===== config.mk =====
export PLATFORM = sky130hd
export DESIGN_NAME = if_fetch_ctrl
export DESIGN_NICKNAME = d
export VERILOG_FILES = /design/src/rtl/if_fetch_ctrl_pkg.sv /design/src/rtl/if_ibuf.sv /design/src/rtl/if_fetch_ctrl.sv
export SDC_FILE = /design/constraint.sdc
export NUM_CORES = 1
export LEC_CHECK = 0
export ABC_AREA = 1
export CORE_MARGIN = 8
export CORE_UTILIZATION = 47
export DETAILED_ROUTE_END_ITERATION = 6
export GPL_ROUTABILITY_DRIVEN = 0
export GPL_TIMING_DRIVEN = 0
export PLACE_DENSITY_LB_ADDON = 0.2
export SLEW_MARGIN = 30
export SYNTH_ARGS = -nofsm -noshare
export SYNTH_HDL_FRONTEND = slang
export SYNTH_HIERARCHICAL = 1
export SYNTH_SLANG_ARGS = --single-unit

===== constraint.sdc =====
create_clock -name clk -period 2.3 [get_ports clk]
set_input_delay 0.23 -clock clk [delete_from_list [all_inputs] [get_ports clk]]
set_output_delay 0.23 -clock clk [all_outputs]
set_load 0.02 [all_outputs]

===== src/rtl/if_fetch_ctrl_pkg.sv =====
// Shared definitions for the instruction-fetch controller and its decode buffer.
package if_fetch_ctrl_pkg;

  localparam int PC_WIDTH    = 32;
  localparam int INSTR_WIDTH = 32;
  localparam int INSTR_BYTES = 4;
  localparam int IBUF_DEPTH  = 2;

  typedef enum logic {
    S_REQ  = 1'b0,
    S_DROP = 1'b1
  } state_t;

endpackage


===== src/rtl/if_ibuf.sv =====
// Two-entry in-order instruction buffer between fetch and decode.
// Entry e0 is always the head; a pop shifts e1 down into e0.
module if_ibuf #(
  parameter int PC_WIDTH    = 32,
  parameter int INSTR_WIDTH = 32
) (
  input  logic                   clk,
  input  logic                   rst_n,
  input  logic                   push,
  input  logic                   pop,
  input  logic                   flush,
  input  logic [0:PC_WIDTH-1]    push_pc,
  input  logic [INSTR_WIDTH-1:0] push_instr,
  output logic [1:0]             count,
  output logic                   head_valid,
  output logic [0:PC_WIDTH-1]    head_pc,
  output logic [INSTR_WIDTH-1:0] head_instr
);
  import if_fetch_ctrl_pkg::*;

  logic [0:PC_WIDTH-1]    e0_pc;
  logic [0:PC_WIDTH-1]    e1_pc;
  logic [INSTR_WIDTH-1:0] e0_instr;
  logic [INSTR_WIDTH-1:0] e1_instr;
  logic                   push_ok;
  logic                   pop_ok;

  assign push_ok    = push && (count != 2'(IBUF_DEPTH));
  assign pop_ok     = pop && head_valid;
  assign head_valid = (count != 2'd0);
  assign head_pc    = e0_pc;
  assign head_instr = e0_instr;

  // Storage and occupancy; a flush wins over everything, including a same-cycle pop.
  always_ff @(posedge clk or negedge rst_n) begin
    if (!rst_n) begin
      count    <= 2'd0;
      e0_pc    <= '0;
      e1_pc    <= '0;
      e0_instr <= '0;
      e1_instr <= '0;
    end else if (flush) begin
      count <= 2'd0;
    end else begin
      case ({push_ok, pop_ok})
        2'b10: begin
          if (count == 2'd0) begin
            e0_pc    <= push_pc;
            e0_instr <= push_instr;
          end else begin
            e1_pc    <= push_pc;
            e1_instr <= push_instr;
          end
          count <= count + 2'd1;
        end
        2'b01: begin
          e0_pc    <= e1_pc;
          e0_instr <= e1_instr;
          count    <= count - 2'd1;
        end
        2'b11: begin
          if (count == 2'd1) begin
            e0_pc    <= push_pc;
            e0_instr <= push_instr;
          end else begin
            e0_pc    <= e1_pc;
            e0_instr <= e1_instr;
            e1_pc    <= push_pc;
            e1_instr <= push_instr;
          end
        end
        default: ;
      endcase
    end
  end

endmodule


===== src/rtl/if_fetch_ctrl.sv =====
// Instruction-fetch controller: drives the IMEM port from the PC register,
// returns NPC/PCWr, handles redirects and feeds a two-entry decode buffer.
module if_fetch_ctrl #(
  parameter int                  PC_WIDTH    = 32,
  parameter int                  INSTR_WIDTH = 32,
  parameter logic [0:PC_WIDTH-1] RESET_PC    = '0
) (
  input  logic                   clk,
  input  logic                   rst_n,
  input  logic [0:PC_WIDTH-1]    PC,
  output logic                   PCWr,
  output logic [0:PC_WIDTH-1]    NPC,
  output logic                   imem_req,
  output logic [0:PC_WIDTH-1]    imem_addr,
  input  logic                   imem_ack,
  input  logic [INSTR_WIDTH-1:0] imem_rdata,
  input  logic                   redirect_valid,
  input  logic [0:PC_WIDTH-1]    redirect_target,
  output logic                   id_valid,
  output logic [INSTR_WIDTH-1:0] id_instr,
  output logic [0:PC_WIDTH-1]    id_pc,
  input  logic                   id_ready
);
  import if_fetch_ctrl_pkg::*;

  state_t              state;
  logic                outstanding;
  logic [0:PC_WIDTH-1] addr_q;
  logic [1:0]          count;
  logic                held;
  logic                ack_accept;
  logic                pop;
  logic                first_cycle;

  // A request is "held" while its ack is still owed, whether it will be kept or dropped.
  assign held       = (state == S_DROP) || outstanding;
  assign imem_req   = rst_n && (held || (count < 2'(IBUF_DEPTH)));
  assign imem_addr  = held ? addr_q : PC;
  assign ack_accept = (state == S_REQ) && imem_req && imem_ack && !redirect_valid;
  assign pop        = id_valid && id_ready;
  assign PCWr       = rst_n && (redirect_valid || ack_accept);
  assign NPC        = redirect_valid ? (redirect_target & ~PC_WIDTH'(INSTR_BYTES - 1)) :
                      ack_accept     ? (imem_addr + PC_WIDTH'(INSTR_BYTES)) :
                                       (PC + PC_WIDTH'(INSTR_BYTES));

  // Fetch FSM: tracks the owed ack and whether its data must be thrown away.
  always_ff @(posedge clk or negedge rst_n) begin
    if (!rst_n) begin
      state       <= S_REQ;
      outstanding <= 1'b0;
      addr_q      <= '0;
    end else begin
      if (!held) begin
        addr_q <= PC;
      end
      case (state)
        S_REQ: begin
          if (imem_req) begin
            if (imem_ack) begin
              outstanding <= 1'b0;
            end else if (redirect_valid) begin
              state       <= S_DROP;
              outstanding <= 1'b0;
            end else begin
              outstanding <= 1'b1;
            end
          end
        end
        S_DROP: begin
          if (imem_ack) begin
            state <= S_REQ;
          end
        end
        default: state <= S_REQ;
      endcase
    end
  end

  if_ibuf #(
    .PC_WIDTH    (PC_WIDTH),
    .INSTR_WIDTH (INSTR_WIDTH)
  ) u_ibuf (
    .clk        (clk),
    .rst_n      (rst_n),
    .push       (ack_accept),
    .pop        (pop),
    .flush      (redirect_valid),
    .push_pc    (imem_addr),
    .push_instr (imem_rdata),
    .count      (count),
    .head_valid (id_valid),
    .head_pc    (id_pc),
    .head_instr (id_instr)
  );

  // Marks the first clock after reset release so the PC register reset value can be checked.
  always_ff @(posedge clk or negedge rst_n) begin
    if (!rst_n) begin
      first_cycle <= 1'b1;
    end else begin
      first_cycle <= 1'b0;
    end
  end

  a_ack_needs_req: assert property (@(posedge clk) disable iff (!rst_n)
    imem_ack |-> imem_req);
  a_req_stable: assert property (@(posedge clk) disable iff (!rst_n)
    (imem_req && !imem_ack) |=> (imem_req && $stable(imem_addr)));
  a_no_push_full: assert property (@(posedge clk) disable iff (!rst_n)
    !(ack_accept && (count == 2'(IBUF_DEPTH))));
  a_reset_pc: assert property (@(posedge clk) disable iff (!rst_n)
    first_cycle |-> (PC == RESET_PC));

endmodule


==> qor.txt, run 1 <==
status = finished, violations left
relative slew slack = 63.0%
Clock Power Share = 17.2%
critical path class = register to output pin
Critical Path Sink = NPC[21]
Crit. End Element = output pin
Core Rows = 54
die height = 165 µm
final worst setup slack = -823 ps
H-tree depth = 4
first-pass GRT wire length = 60600 µm
post-synth net total = 1705
Worst Tran Pin Value = 555 ps
total grt overflow = 0
Sw Pwr = 6.86 mW
CTS tree = yes
Yosys Warn Count = 6
largest net degree at the start of global routing = 35
Sink Count = 164
initial antenna violation count = 1
HP Class = input port to asynchronous set/reset pin
Inserted Clock Buffers = 17
combinational power share = 51.5%
Multi-input gate area = 6060 µm²
DP Worst Slack = -1840 ps
period utilization = 136%
RSZ-0062 raised after global routing = yes
Area Growth Syn to Fin = 47.2%
leakage power = 7.74 nW
CP Launch Type = register
r2r endpoint = u_ibuf/head_pc[14]$_DFFE_PN0P_
clock slew seen by the registers of the worst setup and hold paths = 70 ps
Final Net Count = 2030
Clock Skews = 10.5 ps
Seq/Total Area, Yosys = 39.3%
io pins = 232
vias per inst = 5.52
r2r setup slk = -10 ps
crit path DAT = 2890 ps
Clock Latency Late Sink = 440 ps
Max Slew Vio Count = 0
failing checks = DRC, setup timing
Peak Freq = 320 MHz
fin crit period = 3120 ps
Placeable Area = 21800 µm²
R2R depth = 11
Via Count = 12200
filler cell count = 1730
Int Pwr = 8.76 mW
Max Cap Viol = 0
worst r2r src = u_ibuf/count[1]$_DFFE_PN0P_
Root Driver = clkbuf_16
Clock Path Buffers = 2
initial core utilization = 47.8%
Reg power frac = 31.3%
Starting DRT DRC Count = 1423
Final Setup Violations = 33
Power per Cell Area = 1020 nW/µm²
GRT Overall Usage = 28.4%
drt drc = 1
Die X-Extent = 165 µm
Max VDD drop = 0.801 mV
Netlist cell types = 32
synthesized flop and latch total = 164
TritonRoute pass-1 iters = 7
Mapped Cells = 1598
share of layout cells above drive strength 1 = 20.4%
Net Sw Frac = 43.9%
CP max FO = 5
vias in the first global route = 11200
CP Launch Point = outstanding$_DFFE_PN0N_
Syn Area/Cell = 6.53 µm²
CP required = 2070 ps
WL final = 40600 µm
Hold Vio Cnt, Final = 0
Min Hold Slack = 49.3 ps
Post-Synthesis Cell Area = 10400 µm²
HPWL after DPL = 27100 µm
count of input and output buffers = 229
post-route ant nets = 0
Sequential Area = 4110 µm²
Die ar. = 27200 µm²
DR WL/cell = 18.3 µm
[cells in the final DEF, fill, tap and decap left out, types with 5 or more instances in the layout]
| master | netlist | final |
|---|---|---|
| buf_12 | 0 | 13 |
| buf_2 | 53 | 12 |
| buf_4 | 17 | 83 |
| buf_6 | 7 | 61 |
| buf_8 | 0 | 5 |
| clkbuf_1 | 15 | 12 |
| clkbuf_16 | 0 | 18 |
| clkbuf_2 | 0 | 7 |
| clkbuf_4 | 0 | 7 |
| clkdlybuf4s50_1 | 0 | 162 |
| clkinvlp_4 | 0 | 7 |
| dfrtp_1 | 164 | 163 |
| dlygate4sd2_1 | 0 | 24 |
| inv_1 | 83 | 77 |
| inv_2 | 7 | 8 |
| inv_6 | 0 | 5 |
| nand2_1 | 829 | 772 |
| nand2_2 | 17 | 62 |
| nand2_4 | 4 | 16 |
| nand3_1 | 238 | 226 |
| nand3_2 | 1 | 11 |
| nor2_1 | 32 | 21 |
| nor2_2 | 12 | 9 |
| nor2_4 | 10 | 24 |
| o21ai_0 | 63 | 44 |
| o21ai_1 | 5 | 7 |
| o21ai_2 | 7 | 8 |
| o21ai_4 | 0 | 16 |
| o21bai_1 | 9 | 9 |
[cell usage after synthesis, drive strengths merged]
cell    count  area share [%]
nand4       3            0.32
inv        90             3.2
o31ai       2            0.14
nand3b      1           0.072
xor2        1           0.084
or2         3            0.18
o21a        1           0.072
clkbuf     15            0.54
a31oi       2            0.12
a21boi      1           0.072
buf        77             4.5
nor2       54             2.9
o21ai      75             3.8
nand2     851              31
o21bai      9            0.65
ha          6            0.72
dfrtp     164              39
and2        1           0.060
nand3     239              12
a21oi       3            0.14
[how the worst min path moves through the flow]
stage                                                  from                           endpoint  slack [ps]  cells past startpoint
after detailed placement                              rst_n                addr_q[9]$_DFF_PN0_         220                      1
after floorplan                                       rst_n                addr_q[0]$_DFF_PN0_         -70                      0
after CTS                                             rst_n     u_ibuf/head_pc[29]$_DFFE_PN0P_          50                      5
after global routing                                  rst_n     u_ibuf/head_pc[29]$_DFFE_PN0P_          60                      5
final                                                 rst_n     u_ibuf/head_pc[29]$_DFFE_PN0P_          50                      5
after global placement    u_ibuf/head_instr[29]$_DFFE_PN0P_  u_ibuf/head_instr[29]$_DFFE_PN0P_         460                      2
[cells by family (layout without fill, tap and decap cells)]
family                     count (synthesis)  in the layout  share of synthesized area (%)
AOI/OAI and AO/OA                         93             93                           5.05
xor gates and xnor gates                   1              1                         0.0839
adders and majority gates                  6              6                          0.719
buffers and inverters                    182            520                           8.29
DFF                                      164            164                           39.3
other                                      0              1                              0
and+or+nand+nor                         1152           1152                           46.5
[through the flow]
step / area (µm²) / utilization (%) / setup TNS [ps] / std cells / power, mW
after CTS: 14700 / 67.6 / -17800 / 2191 / 15.2
final: 15400 / 70.4 / -20390 / 2217 / 15.6
after global routing: 15400 / 70.4 / -28030 / 2217 / 16.5
after floorplan: 10600 / - / -96.1 / 1598 / 8.96
after global placement: 13200 / 60.6 / -2094580 / 2107 / 11.8
after detailed placement: 13300 / 60.8 / -165830 / 2109 / 12.1
[metal layers]
| metal | up-vias | wire length, µm | GRT usage [%] |
|---|---|---|---|
| met4 | 0 | 1310 | 10.8 |
| li1 | 5683 | - | - |
| met5 | - | 0 | 0 |
| met2 | 695 | 19100 | 44.8 |
| met1 | 5760 | 16200 | 37.2 |
| met3 | 90 | 3940 | 6.70 |
[power groups by stage]
stage	Sequential (mW)	Clock [mW]	Combinational, mW
5_1_grt	5.02	2.81	8.67
4_1_cts	4.86	2.70	7.60
6_report	4.89	2.69	8.04
2_1_floorplan	5.39	0	3.58
3_3_place_gp	4.84	0	7.01
3_5_place_dp	4.88	0	7.18
[what timing repair did]
item                       CTS  global route
hold buffers                11             0
cloned                       4             1
hold endpoints to repair    90             0
setup endpoints to repair  197           174
pin swaps                   41            44
resized for setup          333           157
buffers inserted            35            24
[area by class of cell]
type / count / area share (%)
Clock inverter: 13 / 0.643
Sequential cell: 164 / 26.7
Antenna cell: 1 / 0.0163
Clock buffer: 19 / 2.88
Buffer: 92 / 5.38
Inverter: 90 / 2.32
Timing Repair Buffer: 306 / 20.3
Multi-Input combinational cell: 1252 / 39.4
Tap cell: 280 / 2.28
[state kept, by name, indices dropped and copies added (netlist names)]
register / flops
u_ibuf/e1_pc: 32
u_ibuf/e1_instr: 32
addr_q: 32
state: 1
u_ibuf/head_instr: 32
u_ibuf/count: 2
u_ibuf/head_pc: 32
outstanding: 1
[critical path, cell delays in order, from the launching register on]
cell and delay, ps:
dfrtp_1 410, nor2_4 140, buf_6 110, nand2_4 70
nand4_4 100, nor2_4 50, buf_6 130, buf_12 130
o21ai_4 180, ha_4 180, nand2_4 50, nor2_4 160
nand2_4 120, buf_4 160, a21oi_1 110, o21a_1 160
nor2_2 40, buf_4 150
(Power assumes the default switching activity.)
==> run 2, diff against run 1 <==
Clock period 2.3 ns to 2.87 ns, I/O delays scaled along.
==> run 2 against run 1 <==
Compared with the run above: the run ends with setup timing left; total power is 18% lower; first-iteration DRC count is 7.0% higher; cell area is 0.94% lower; flip-flop and latch count stayed put; clock skew is 1.7 ps higher; sequential share of layout area is 0.25 points higher; utilization is 0.66 points lower; hold slack better by 310 ps; count of clock-buffer cells in the layout stayed put; critical path depth is 1 lower.
==> qor.txt, run 2 (same netlist as run 1, synthesis figures left out) <==
status = finished, violations left
failing checks = setup timing
GRT Overall Usage = 29.0% (+0.64 points)
vias per inst = 5.55 (+0.63%)
Clock Skews = 12.2 ps (+1.70 ps)
CP required = 2580 ps (+510 ps)
vias in the first global route = 11600 (+3.5%)
CP Launch Type = register
DR WL/cell = 18.6 µm (+1.7%)
Die ar. = 27200 µm² (unchanged)
Max Cap Viol = 0 (unchanged)
Starting DRT DRC Count = 1522 (+7.0%)
initial core utilization = 47.8% (unchanged)
initial antenna violation count = 1 (unchanged)
Max Slew Vio Count = 0 (unchanged)
WL final = 41500 µm (+2.1%)
period utilization = 114%
Max VDD drop = 0.684 mV (-15%)
Hold Vio Cnt, Final = 0 (unchanged)
worst r2r src = state$_DFF_PN0_
Peak Freq = 307 MHz
most common cell after layout, fill and taps aside = nand2_1
die height = 165 µm (unchanged)
H-tree depth = 4 (unchanged)
io pins = 232 (unchanged)
leakage power = 7.66 nW (-1.0%)
CP Launch Point = state$_DFF_PN0_
first-pass GRT wire length = 62100 µm (+2.4%)
Die X-Extent = 165 µm (unchanged)
Power per Cell Area = 844 nW/µm² (-17%)
Inserted Diodes = 0 (-1)
Inserted Clock Buffers = 17 (unchanged)
Worst Tran Pin Value = 765 ps (+210 ps)
Via Count = 12400 (+1.0%)
Area Growth Syn to Fin = 45.9%
relative slew slack = 49.0% (-14 points)
TritonRoute pass-1 iters = 6 (-1)
most frequent cells in the layout = nand2_1, nand3_1, clkdlybuf4s50_1
critical path class = register to output pin
Final Setup Violations = 27 (-18%)
Reg power frac = 30.4% (-0.9 points)
Final Net Count = 2040 (+0.49%)
RSZ-0062 raised after global routing = yes
total grt overflow = 0 (unchanged)
crit path DAT = 2970 ps (+80 ps)
final instance area = 15200 µm² (-0.94%)
drt drc = 0 (-1)
Int Pwr = 7.36 mW (-16%)
min-delay src = rst_n
Clock Latency Late Sink = 440 ps (about the same)
Root Driver = clkbuf_16
HP Class = input port to register
Sink Count = 164 (unchanged)
CTS tree = yes
largest net degree at the start of global routing = 44 (+26%)
count of input and output buffers = 229 (unchanged)
Placed Instance Area = 13100 µm² (-1.2%)
fin crit period = 3260 ps
Core Rows = 54 (unchanged)
Net Sw Frac = 42.7% (-1.2 points)
Clock Path Buffers = 2 (unchanged)
Placeable Area = 21800 µm² (unchanged)
share of layout cells above drive strength 1 = 19.5% (-0.82 points)
HPWL after DPL = 26800 µm (-1.3%)
post-route ant nets = 0 (unchanged)
combinational power share = 50.9% (-0.6 points)
Crit. End Element = output pin
CP max FO = 5 (unchanged)
clock slew seen by the registers of the worst setup and hold paths = 70 ps (about the same)
DP Worst Slack = -1440 ps (+403 ps)
final worst setup slack = -390 ps (+433 ps)
Sw Pwr = 5.49 mW (-20%)
Clock Power Share = 18.7% (+1.5 points)
-- run 2: cell count changes in the layout (fill, tap and decap cells not counted), sizes merged --
cell / change
dlymetal6s2s: +3
clkinvlp: -3
clkdlybuf4s50: +32
dlygate4sd2: -21
diode: -1
bufinv: +3
clkdlybuf4s15: -2
buf: +8
nand2: +1
dlygate4sd3: +1
bufbuf: -1
clkbuf: -11
-- run 2: repair_timing --
action	CTS	global route
pin swaps	47	29
endpoints found under the hold margin	81	0
endpoints found under the setup margin	39	31
resized for setup	288	78
hold buffers	8	0
cloned	4	0
setup buffers	61	15
-- run 2: path summary, 6_finish.rpt --
path	to	cells past startpoint	slack, ps
setup reg to reg	u_ibuf/head_instr[31]$_DFFE_PN0P_	13	260
hold reg to reg	u_ibuf/head_pc[4]$_DFFE_PN0P_	2	480
max in group asynchronous	u_ibuf/e1_pc[25]$_DFFE_PN0P_	3	1980
min in group asynchronous	u_ibuf/head_instr[0]$_DFFE_PN0P_	4	510
setup / recovery	NPC[21]	16	-390
hold / removal	state$_DFF_PN0_	6	360
-- run 2: stage by stage --
| stage | hold slack [ps] | utilization (%) | setup TNS, ps | total power, mW | instances |
|---|---|---|---|---|---|
| after CTS | 356 | 68.2 | -3280 | 12.6 | 2212 |
| after global routing | 388 | 69.8 | -9070 | 13.6 | 2226 |
| after detailed placement | 326 | 60.1 | -63580 | 9.56 | 2108 |
| after global placement | 462 | 59.9 | -1918880 | 9.41 | 2107 |
| final | 361 | 69.8 | -6150 | 12.8 | 2226 |
| after floorplan | -8.59 | - | 0 | 7.11 | 1598 |
-- run 2: area by class of cell --
type	count	area [µm²]
tap	280	350
sequential	164	4110
buffer	92	581
timing repair buffer	315	3140
multi-input combinational	1253	6090
clock buffer	19	443
inverter	90	345
clock inverter	13	173
fill	1703	6600
-- run 2: power by group through the flow --
| stage | clock network, mW | logic [mW] | registers (mW) |
|---|---|---|---|
| 2_1_floorplan | 0 | 2.79 | 4.32 |
| 6_report | 2.40 | 6.55 | 3.90 |
| 3_5_place_dp | 0 | 5.66 | 3.90 |
| 5_1_grt | 2.53 | 7.05 | 4.02 |
| 3_3_place_gp | 0 | 5.54 | 3.87 |
| 4_1_cts | 2.43 | 6.31 | 3.89 |
-- run 2: worst max-delay path, cell delays in order, from the launching register on --
cell and delay, ps:
dfrtp_1 420, nor2_4 210, nand2_4 100, nand4_4 120, nor2_4 50, buf_6 120, buf_12 120, o21ai_4 170
ha_4 190, nand2_4 70, nor2_4 140, nand2_4 110, buf_4 160, a21oi_1 180, o21a_1 160, nor2_1 40
buf_4 150
-- run 2: routing by layer --
| layer | track usage, % | vias up | routed length, µm |
|---|---|---|---|
| met5 | 0 | - | 13 |
| met3 | 7.93 | 147 | 4340 |
| li1 | - | 5687 | - |
| met2 | 46.0 | 718 | 19200 |
| met4 | 11.5 | 2 | 1820 |
| met1 | 37.0 | 5801 | 16000 |
